$ cat config.mk
export PLATFORM = sky130hd
export DESIGN_NAME = pipeline_stage_reg
export DESIGN_NICKNAME = d
export VERILOG_FILES = /design/src/rtl/pipeline_stage_reg.sv
export SDC_FILE = /design/constraint.sdc
export NUM_CORES = 1
export LEC_CHECK = 0
export CORE_MARGIN = 2
export CORE_UTILIZATION = 50
export DETAILED_ROUTE_END_ITERATION = 6
export PLACE_DENSITY = 0.8
export SLEW_MARGIN = 20
export SYNTH_ARGS = -nofsm -noshare
export SYNTH_HDL_FRONTEND = slang
export SYNTH_SLANG_ARGS = --single-unit
$ cat constraint.sdc
create_clock -name iClk -period 2 [get_ports iClk]
set_input_delay 0.4 -clock iClk [delete_from_list [all_inputs] [get_ports iClk]]
set_output_delay 0.4 -clock iClk [all_outputs]
set_load 0.005 [all_outputs]
$ cat src/rtl/pipeline_stage_reg.sv
// rtl/pipeline_stage_reg.sv - valid/ready stage register with one-entry skid, flush bubble and stall counter
module pipeline_stage_reg #(
    parameter int                 DATA_W      = 32,
    parameter logic [DATA_W-1:0]  FLUSH_VALUE = '0,
    parameter int                 CNT_W       = 16
) (
    input  logic              iClk,
    input  logic              iRstN,
    input  logic              iFlush,
    input  logic              iValid,
    output logic              oReady,
    input  logic [DATA_W-1:0] iData,
    output logic              oValid,
    input  logic              iReady,
    output logic [DATA_W-1:0] oData,
    output logic [CNT_W-1:0]  oStallCnt
);

    localparam logic [1:0] ST_EMPTY = 2'd0;
    localparam logic [1:0] ST_BUSY  = 2'd1;
    localparam logic [1:0] ST_FULL  = 2'd2;

    logic [1:0]        state_q, state_d;
    logic [DATA_W-1:0] main_q,  main_d;
    logic [DATA_W-1:0] skid_q,  skid_d;
    logic [CNT_W-1:0]  cnt_q,   cnt_d;
    logic              accept;
    logic              rel;

    // Both handshake outputs depend only on the state register, never on iValid/iReady.
    assign oReady    = (state_q != ST_FULL);
    assign oValid    = (state_q != ST_EMPTY);
    assign oData     = main_q;
    assign oStallCnt = cnt_q;

    assign accept = iValid & oReady;
    assign rel    = oValid & iReady;

    always_comb begin
        state_d = state_q;
        main_d  = main_q;
        skid_d  = skid_q;
        cnt_d   = cnt_q;

        if (oValid && !iReady && (cnt_q != {CNT_W{1'b1}})) begin
            cnt_d = cnt_q + CNT_W'(1);
        end

        if (iFlush) begin
            state_d = ST_EMPTY;
            main_d  = FLUSH_VALUE;
            skid_d  = '0;
        end else begin
            case (state_q)
                ST_EMPTY: begin
                    if (accept) begin
                        state_d = ST_BUSY;
                        main_d  = iData;
                    end
                end
                ST_BUSY: begin
                    if (accept && rel) begin
                        main_d = iData;
                    end else if (accept) begin
                        state_d = ST_FULL;
                        skid_d  = iData;
                    end else if (rel) begin
                        state_d = ST_EMPTY;
                    end
                end
                ST_FULL: begin
                    if (rel) begin
                        state_d = ST_BUSY;
                        main_d  = skid_q;
                    end
                end
                default: begin
                    state_d = ST_EMPTY;
                    main_d  = FLUSH_VALUE;
                    skid_d  = '0;
                end
            endcase
        end
    end

    always_ff @(posedge iClk) begin
        if (!iRstN) begin
            state_q <= ST_EMPTY;
            main_q  <= FLUSH_VALUE;
            skid_q  <= '0;
            cnt_q   <= '0;
        end else begin
            state_q <= state_d;
            main_q  <= main_d;
            skid_q  <= skid_d;
            cnt_q   <= cnt_d;
        end
    end

endmodule

* Word-level counts from Yosys, hierarchy flattened
Cells that the tools add are included.
** Storage, ports and cells
- Register bits :: 82
- Input port bits :: 37
- Output and inout port bits :: 50
- Logic and storage cells :: 42
** Cells by class
- Add/subtract/negate cells :: 1
- Equal/unequal tests :: 10
- Mux-type cells :: 12
- Bitwise gates (word level) :: 4
- Reduce and logical (&&, ||, !) cells :: 11
** Operator list (number)
- 32-bit two-way mux :: 4
- 32-bit case mux with 3 select lines :: 1
- 32-bit case mux with 2 select lines :: 1
- 16-bit by 1-bit adder with 16-bit output, second input constant :: 1
- 16-bit != test, second input constant :: 1
- 2-bit != test, second input constant :: 6
- 2-bit two-way mux :: 5
- 2-bit case mux with 3 select lines :: 1
- 3-bit AND reduction :: 2
- 4-bit AND reduction :: 1
- 2-bit OR reduction :: 2
- 1-bit logical AND :: 3
- 3-bit != test, second input constant :: 1
- 1-bit bitwise AND :: 2
- 2-bit by 1-bit equality test with 1-bit output, second input constant :: 1
- 2-bit equality test, second input constant :: 1
- 2-bit logical NOT :: 1
- 1-bit inverter :: 2
- 2-bit nonzero test :: 1
- 1-bit logical NOT :: 1

* Logic depth before layout (Yosys ltp)
- Depth in word-level cells :: 6
- Depth in mapped cells :: 8
- Gate-level depth less buffers :: 5

* Least setup slack after synthesis
No wires, ideal clock.
- Kind :: register -> register
- Start point :: reg cnt_q[0], in the netlist oStallCnt[0]
- End point :: reg cnt_q[14], in the netlist oStallCnt[14]
- Library setup time :: 0.072 ns
- Data arrival time :: 1.757 ns
- Required time :: 1.928 ns
- Setup slack :: 0.172 ns
- Stages on the path, launching flop included :: 7
- Clock period less this slack :: 1.828 ns
- Path through :: dfxtp_1 -> ha_1 -> nand3_2 -> or3_1 -> buf_2 -> nor4b_1 -> mux2i_1
** Between the ends
- Cells in the longest elaborated chain, start to end :: 2
- Elaborated cells between the ends (all ways) :: 3
- Those cells by class :: 1 x add/sub; 1 x eq/ne; 1 x reduce/logical
** Ends and longest elaborated chain
- start: declaration :: line 26 : logic [CNT_W-1:0] cnt_q, cnt_d;
- start signal: assignment :: line 96 : cnt_q <= cnt_d;
- parallel branches: the longest is 2 deep, another holds 16-bit by 1-bit adder with 16-bit output
Several ways; the timed one is not identified.
A chain may end at the register's enable or synchronous reset.

* Worst setup path after layout
- Start point :: reg state_q[0]
- End point :: out oValid
** Between the ends
- Cells in the longest elaborated chain, start to end :: 1
** Ends and longest elaborated chain
- start: declaration :: line 23 : logic [1:0] state_q, state_d;
- start signal: assignment :: line 93 : state_q <= state_d;
- 2-bit nonzero test :: line 32 : assign oValid = (state_q != ST_EMPTY);
- end: declaration :: line 13 : output logic oValid,
No other way between the ends.

==> results.cfg <==
[outcome]
run_status = completed

[drt]
final_antenna_net_count = 0
wirelength_met1_um = 4110
routedWlPerCell_um = 15.2
dr.max_layer_used = met4
avgViaCountPerCell = 5.71
drcViolationCount = 0
wl_um = 9680
met2_wirelength_um = 4920
wl_met3_um = 463
drt_iter0_markers = 148
vias = 3650
drt_first_pass_iters = 5

[synth]
synth-edff-count = 0
avgSynthCellArea_um2 = 8.23
ys_types = 40
synthFlopType = dfxtp_1
synth_top_family_by_area = compound AO/OA/AOI/OAI gates
async_flop_share_pct = 0
synth_area_mm2 = 0.00368
synth-seq-cells = 82
syn_nets = 485
yosys.area_share.adder_pct = 0.340
synth_xor_area_share_pct = 0
ys_warn_count = 0
synthCells = 447
synth_compound_area_share_pct = 24.6
synthMuxAreaShare_pct = 1.36
yosys.area_share.simple_pct = 24.3
ys_seq_area_share_pct = 44.6

[setup_path]
worst-setup-path-type = flop to primary output
cp_max_fo = 5
max_stage_delay_ns = 0.46
crit_end = oValid
cp-startpoint = state_q[0]
reg2reg_slack_ns = 0.12
cp.arrival_ns = 1.53
r2r-start = oStallCnt[0]
r2r_end = oStallCnt[8]
worstSetupEndpointType = primary output
ff2ff_path_depth = 5
worstPathCellList = or2_2, clkdlybuf4s50_1
crit_path_top_delay_cell = clkdlybuf4s50_1
cp.required_ns = 1.60
startpoint_type = flop

[finish]
final_util_pct = 69.3
stdcell_area_mm2 = 0.00497
area_growth_pct = 35.1
antenna_cells = 0
final_nets = 573
drive_gt1_share_pct = 10.4

[die]
row_count = 31
ios = 87
die_h_um = 89.8
dieArea_mm2 = 0.00806
die_w_um = 89.8
start_util_pct = 51.3
core_area_mm2 = 0.00718

[grt]
grt_first_pass_wirelength_um = 15900
grt_use_total_pct = 23.9
antenna_found_initial = 0
grt_pass1_vias = 3434
grt_overflow = 0
grt_max_degree = 67

[clocking]
cts_num_sinks = 82
clock_latency_ns = 0.35
cts_max_level = 3
clockBufferDepth = 2
numCtsBuffers = 9
ctsRootBufferMaster = clkbuf_8
holdBufCountCts = 0
clk_pin_slew_worst_paths_ns = 0.08
cts_tree = yes

[power]
finalPower_mw = 3.14
p_sw_share_pct = 24.9
clkPwrFrac_pct = 34.0
p_leak_nw = 1.62
seqPwrFrac_pct = 53.7
p_int_mw = 2.36
netSwitchingPower_uw = 781
powerDensity_mw_per_mm2 = 632
ir_worst_vdd_mv = 0.386
p_comb_share_pct = 12.4

[sta]
period_share_pct = 96.6
fin_worst_skew_ns = 0.00668
slew_violations = 0
final_hold_viol_count = 0
fmax_ghz = 0.518
fin_tns_setup_ns = 0
worst_slew_margin_rel_pct = 66.3
setup-violations-final = 0
post-route-min-period_ns = 1.93
tightestPinTransition_ns = 0.501
grt_setup_unrepaired = false

[flow_run]
drv_cap = 0

[place]
postPlaceCellArea_mm2 = 0.00478
io_buffers = 86
place_congestion = 0.848
hpwlAfterDp_um = 6570

[min_path]
min_path_type = flop to flop
==> worst max-delay path, delay by kind of cell (launching register included) <==
family | cells | cell delay (ns)
buf+inv | 1 | 0.46
flops | 1 | 0.39
simple gates | 1 | 0.34
==> power by group through the flow <==
stage / combinational (mW) / clock (mW) / sequential (mW)
after detailed placement: 0.390 / 0 / 1.72
after CTS: 0.392 / 1.07 / 1.69
after floorplan: 0.172 / 0 / 1.72
after global routing: 0.421 / 1.17 / 1.69
final: 0.389 / 1.07 / 1.69
after global placement: 0.380 / 0 / 1.72
==> cell type report <==
type,instances,area [um^2]
fill,591,2210
clock inverter,4,27.5
timing repair buffer,117,1130
tap,99,124
multi-input combinational,321,1880
inverter,4,15.0
sequential,82,1640
clock buffer,12,145
==> layer usage <==
| metal | track usage [%] | up-vias |
|---|---|---|
| li1 | - | 1798 |
| met1 | 28.9 | 1727 |
| met2 | 42.5 | 108 |
| met3 | 3.27 | 17 |
| met4 | 10.3 | 0 |
| met5 | 0 | - |
==> registers in the layout, summed over array words and instances (netlist names) <==
| register | count |
|---|---|
| skid_q | 32 |
| state_q | 2 |
| oStallCnt | 16 |
| oData | 32 |
==> kinds of logic (layout without fill, tap and decap cells) <==
kind of cell / after synthesis / in the layout
flops: 82 / 82
fa+ha+maj: 1 / 1
mux: 5 / 5
simple gates: 163 / 163
compound gates: 152 / 152
buf+inv: 44 / 137
==> through the flow <==
step	cells	setup slack (ns)	hold WS, ns
finish	639	0.0686	0.452
global route	639	0.0250	0.471
CTS	639	0.0659	0.454
detailed placement	622	-0.238	0.443
global placement	622	-0.120	0.437
floorplan	447	0.172	0.432
==> Yosys cell counts, types with 2 or more instances <==
cell type	count	share of area, %
o21a_1	2	0.41
a211oi_1	23	4.7
nor2_1	2	0.20
clkbuf_1	33	3.4
o31ai_1	4	0.82
nand3_1	37	5.0
a21o_1	2	0.41
a311oi_1	9	2.1
mux2i_1	5	1.4
or4_1	5	1.0
and4_1	2	0.48
nand4_1	3	0.51
nand3b_1	11	2.2
nor3_1	6	0.82
dfxtp_1	82	45
nor4_1	3	0.51
nand2_1	42	4.3
or3_1	3	0.51
inv_1	3	0.31
o21ai_0	5	0.68
a21oi_1	99	13
nand2b_1	18	3.1
o41ai_1	2	0.48
nor2b_1	26	4.4
buf_2	5	0.68
==> worst min-delay path by stage <==
stage,start,to,slack (ns),depth (start not counted)
finish,skid_q[17],skid_q[17],0.45,2
global route,skid_q[24],skid_q[24],0.47,2
CTS,skid_q[24],skid_q[24],0.45,2
detailed placement,skid_q[24],skid_q[24],0.44,2
global placement,skid_q[7],skid_q[7],0.44,2
floorplan,skid_q[24],skid_q[24],0.43,2
==> cells in the final DEF (no fill, tap or decap), types with 3 or more instances in the layout <==
cell | synthesis | routed
a21oi_1 | 99 | 99
nor4_1 | 3 | 3
nand2_1 | 42 | 42
buf_4 | 1 | 28
mux2i_1 | 5 | 5
o21ai_0 | 5 | 4
nor2b_1 | 26 | 24
a311oi_1 | 9 | 9
or3_1 | 3 | 3
inv_1 | 3 | 3
a211oi_1 | 23 | 23
clkdlybuf4s50_1 | 0 | 86
or4_1 | 5 | 5
nand3b_1 | 11 | 11
o31ai_1 | 4 | 4
clkbuf_8 | 0 | 10
clkinvlp_4 | 0 | 3
dfxtp_1 | 82 | 81
nand4_1 | 3 | 3
buf_12 | 0 | 3
nor3_1 | 6 | 6
nand3_1 | 37 | 37
nand2b_1 | 18 | 17
==> repair_timing <==
| item | 4_1_cts | 5_1_grt |
|---|---|---|
| buffers inserted | 1 | 0 |
| endpoints found under the setup margin | 1 | 1 |
| pin swaps | 0 | 0 |
| gates resized for setup | 1 | 1 |
No activity file was read; power rests on OpenSTA's default activity.
==> patch 1: new RTL, same settings <==
Change the parameter `DATA_W` from 32 to 64.
--- a/src/rtl/pipeline_stage_reg.sv
+++ b/src/rtl/pipeline_stage_reg.sv
@@ -1,6 +1,6 @@
 // rtl/pipeline_stage_reg.sv - valid/ready stage register with one-entry skid, flush bubble and stall counter
 module pipeline_stage_reg #(
-    parameter int                 DATA_W      = 32,
+    parameter int                 DATA_W      = 64,
     parameter logic [DATA_W-1:0]  FLUSH_VALUE = '0,
     parameter int                 CNT_W       = 16
 ) (
Ports: changed (resized iData and oData); port bits go from 87 to 151. The function was not compared with the original's and may differ.
==> patch 1 against the unedited design <==
- wire length grew 63%
- critical path type unchanged
- final area up 70%
- worst setup slack about the same
- sequential power up 79%
- largest cell class unchanged
- area after synthesis rose by 65%
- power up 120%
- sequential cell count grew 64
- die area up 61%
==> patch 1: results (changes against the unedited design) <==
reg2reg_depth: 5  # unchanged
cts_made_buffers: 17  # +8
antenna_cells: 0  # unchanged
path_max_fanout: 8  # +3
io_buffers: 150  # +74%
timing.rr.end: "oStallCnt[10]"
hold_depth: 2  # unchanged
synthArstFlopShare: 0  # unchanged
slew_headroom: 0.5246  # -0.1385
postCtsSetupBuffers: 0  # -1
worstHoldStart: "skid_q[47]"
synth_flop_cell: "dfxtp_1"
p_leak_nw: 2.971  # +83%
hpwl_mm: 10.27  # +56%
post_cts_resize_count: 1  # unchanged
muxShareOfSynthArea: 0.006614  # -0.006991
route.met3.wl_um: 845  # +83%
gp_congestion: 0.8198  # -3.3%
cts_hold_buf: 0  # unchanged
syn_nets: 825  # +70%
yosys-top-cells-area: "dfxtp_1, a21oi_1, nand2_1, a211oi_1, nor2b_1"
grt_max_degree: 65  # -3.0%
path_clk_slew_ps: 60  # -20 ps
yosysSeqAreaShare: 0.4828  # +0.03659
dr.pass1.iters: 5  # unchanged
place_area_um2: 7849  # +64%
track_usage: 0.2453  # +0.006570
h-tree-depth: 4  # +1
synth-xor-area-share: 0  # unchanged
fin_skew_ps: 6.815  # +0.1329 ps
worstSkewPairLatency_ps: 420  # +70 ps
worstPathArrival_ps: 1530  # about the same
met2WireLength_mm: 7.725  # +57%
synthAdderAreaFrac: 0.002067  # -0.001334
drt-initial-drc-count: 370  # +150%
hold_end: "skid_q[47]"
routed_wl_mm: 15.79  # +63%
vias: 5818  # +59%
synth.distinct_cells: 42  # +5.0%
netlist_top_cells_count: "dfxtp_1, nand2_1, a21oi_1"
crit_family: "buffers and inverters"
grt_pass1_vias: 5482  # +60%
antenna_found_initial: 0  # unchanged
drive_gt1_frac: 0.07522  # -0.02848
hold_class: "flop to flop"
synth_warnings: 0  # unchanged
status: "finished, final reports clean"
ir_drop_v: 0.0005852  # +51%
critPathMaxStageDelay_ps: 450
root_buffer: "clkbuf_16"
grt_pass1_wl_mm: 25.52  # +60%
final_nets: 962  # +68%
slowest_stage: "clkdlybuf4s50_1"
m1WireLength_mm: 6.802  # +66%
synth-compound-area-share: 0.2261  # -0.02013
[patch 1: cell count changes after synthesis, sizes merged, moves of 37 or more]
cell / delta
a211oi: +44
nand3: -37
nor2: +64
nand2: +96
a21oi: +38
dfxtp: +64
nor2b: +41
[patch 1: worst max-delay path by stage]
stage / startpoint / to / slack [ps] / depth (start not counted)
after floorplan: oStallCnt[0] / oStallCnt[10] / 130 / 6
after global placement: iReady / oData[41] / -70 / 8
after detailed placement: iReady / oData[38] / -180 / 7
after CTS: state_q[1] / oValid / 50 / 2
after global routing: oStallCnt[0] / oStallCnt[10] / -5 / 5
final: state_q[1] / oValid / 70 / 2
[patch 1: layout make-up]
cell class / count / area, µm²
Sequential cell: 146 / 2925
Inverter: 3 / 11.26
Clock inverter: 11 / 160.2
Timing Repair Buffer: 177 / 1804
Tap cell: 147 / 183.9
Clock buffer: 20 / 456.7
Multi-Input combinational cell: 547 / 2928
Fill cell: 909 / 3442
[patch 1: stage by stage]
step / util / setup WS [ps] / hold WS [ps] / std cells
floorplan: - / 128.0 / 436.7 / 755
global placement: 0.6589 / -66.29 / 441.6 / 1020
detailed placement: 0.6589 / -176.7 / 447.2 / 1020
CTS: 0.7108 / 49.35 / 454.8 / 1051
global route: 0.7110 / -5.338 / 479.0 / 1051
finish: 0.7110 / 68.78 / 453.7 / 1051
[patch 1: worst min-delay path, stage by stage, from the launching register on]
cell     delay, ps
dfxtp_1        310
nand2_1         50
a21oi_1         50
[patch 1: metal layers]
metal  global-route usage  vias to the layer above
li1                     -                     2889
met1               0.3005                     2732
met2               0.4060                      162
met3              0.07014                       35
met4               0.1016                        0
met5                    0                        -
[patch 1: power breakdown]
group	switching, mW	internal (mW)
registers	0.0450	2.98
logic	0.308	0.374
clock network	1.18	2.13
total	1.53	5.49
==> patch 2: new RTL, config.mk and constraints unchanged <==
Without the edit above. Put one more register stage on the output `oStallCnt`, with the module's reset. The value now appears one clock later. The other outputs are not delayed to match.
--- a/src/rtl/pipeline_stage_reg.sv
+++ b/src/rtl/pipeline_stage_reg.sv
@@ -31,7 +31,13 @@
     assign oReady    = (state_q != ST_FULL);
     assign oValid    = (state_q != ST_EMPTY);
     assign oData     = main_q;
-    assign oStallCnt = cnt_q;
+    always_ff @(posedge iClk) begin
+        if (!iRstN) begin
+            oStallCnt <= '0;
+        end else begin
+            oStallCnt <= cnt_q;
+        end
+    end
 
     assign accept = iValid & oReady;
     assign rel    = oValid & iReady;
Behaviour: not the same (Yosys sat finds a counterexample within 4 cycles, from zero or initial values and one cycle with iRstN low).
==> patch 2 against the unedited design <==
- area after synthesis grew 9.9%
- power up 16%
- first-iteration DRC count shrank 2.0%
- largest power group unchanged
- hold slack better by 8.6 ps
- highest routed layer unchanged
- via count down 3.3%
- final area up 6.5%
- wire length shrank 7.6%
- sequential cell count rose by 16
- critical path type unchanged
- worst setup slack improved by 6.1 ps
==> patch 2: results (changes against the unedited design) <==
netlist_top_cells_count: "dfxtp_1, nand2_1, a21oi_1"
yosysSeqAreaShare: 0.4853  # +0.03904
grt_pass1_wl_mm: 14.68  # -7.8%
drt-initial-drc-count: 145  # -2.0%
slew_headroom: 0.7510  # +0.08787
fin_skew_ps: 9.107  # +2.424 ps
drive_gt1_frac: 0.1079  # +0.004210
path_max_fanout: 11  # +6
synth.distinct_cells: 48  # +20%
fillers: 650  # +10%
synthAdderAreaFrac: 0.003095  # -0.0003063
status: "finished, final reports clean"
grt_pass1_vias: 3183  # -7.3%
gp_congestion: 0.8714  # +2.8%
wl_per_cell_um: 13.59  # -10%
ir_drop_v: 0.0004611  # +19%
vias: 3530  # -3.3%
netlist_instances: 471  # +5.4%
hpwl_mm: 6.139  # -6.5%
final_nets: 589  # +2.8%
routed_wl_mm: 8.944  # -7.6%
place_inst: 642  # +3.2%
synth-compound-area-share: 0.1987  # -0.04756
muxShareOfSynthArea: 0.01733  # +0.003727
syn_nets: 509  # +4.9%
==> patch 2: power breakdown <==
group / internal (mW) / switching (mW)
sequential: 1.99 / 0.0238
combinational: 0.208 / 0.168
clock: 0.586 / 0.688
==> patch 2: area by class of cell <==
cell class,instances,area (µm²),share of cell area
Clock buffer,9,123.9,0.02340
Clock inverter,7,76.32,0.01442
Inverter,3,11.26,0.002127
Multi-Input combinational cell,336,1922,0.3630
Sequential cell,98,1967,0.3715
Tap cell,102,127.6,0.02411
Timing Repair Buffer,103,1066,0.2014
==> patch 2: cell families after synthesis <==
kind of cell,Yosys count
buf+inv,37
flops,98
simple gates,203
fa+ha+maj,1
mux,6
compound gates,126
==> patch 2: repair_timing <==
action	in CTS	in global routing
resized for setup	2	2
hold buffers	0	0
buffers inserted	0	0
setup endpoints to repair	2	1
==> patch 2: per-layer routing <==
layer  part of all wire  wire length, µm  vias to the layer above  global-route usage
met5                  0                0                        -                   0
met4              0.016              142                        0             0.08575
met3              0.062              558                       18             0.04896
met2               0.49             4408                      113              0.3554
met1               0.43             3835                     1616              0.2627
li1                   -                -                     1783                   -
==> patch 2: per-stage QoR <==
step,hold slack (ps),power [mW],setup WS (ps),area [µm²]
after floorplan,436.7,2.237,325.3,4043
after global placement,441.8,2.425,-58.42,5086
after detailed placement,446.7,2.434,-104.7,5086
after CTS,460.9,3.695,30.12,5289
after global routing,474.8,3.816,25.34,5294
final,460.7,3.660,74.63,5294
==> patch 2: final timing paths <==
path,startpoint,to,slack [ps],depth (start not counted)
max,state_q[1],oValid,70,2
min,skid_q[8],skid_q[8],460,2
max reg2reg,cnt_q[0],cnt_q[10],250,5
min reg2reg,skid_q[8],skid_q[8],460,2
==> patch 2: worst max-delay path, stage by stage, from the launching register on <==
cell and delay, ps:
dfxtp_4 400, or2_2 310, clkdlybuf4s50_1 450
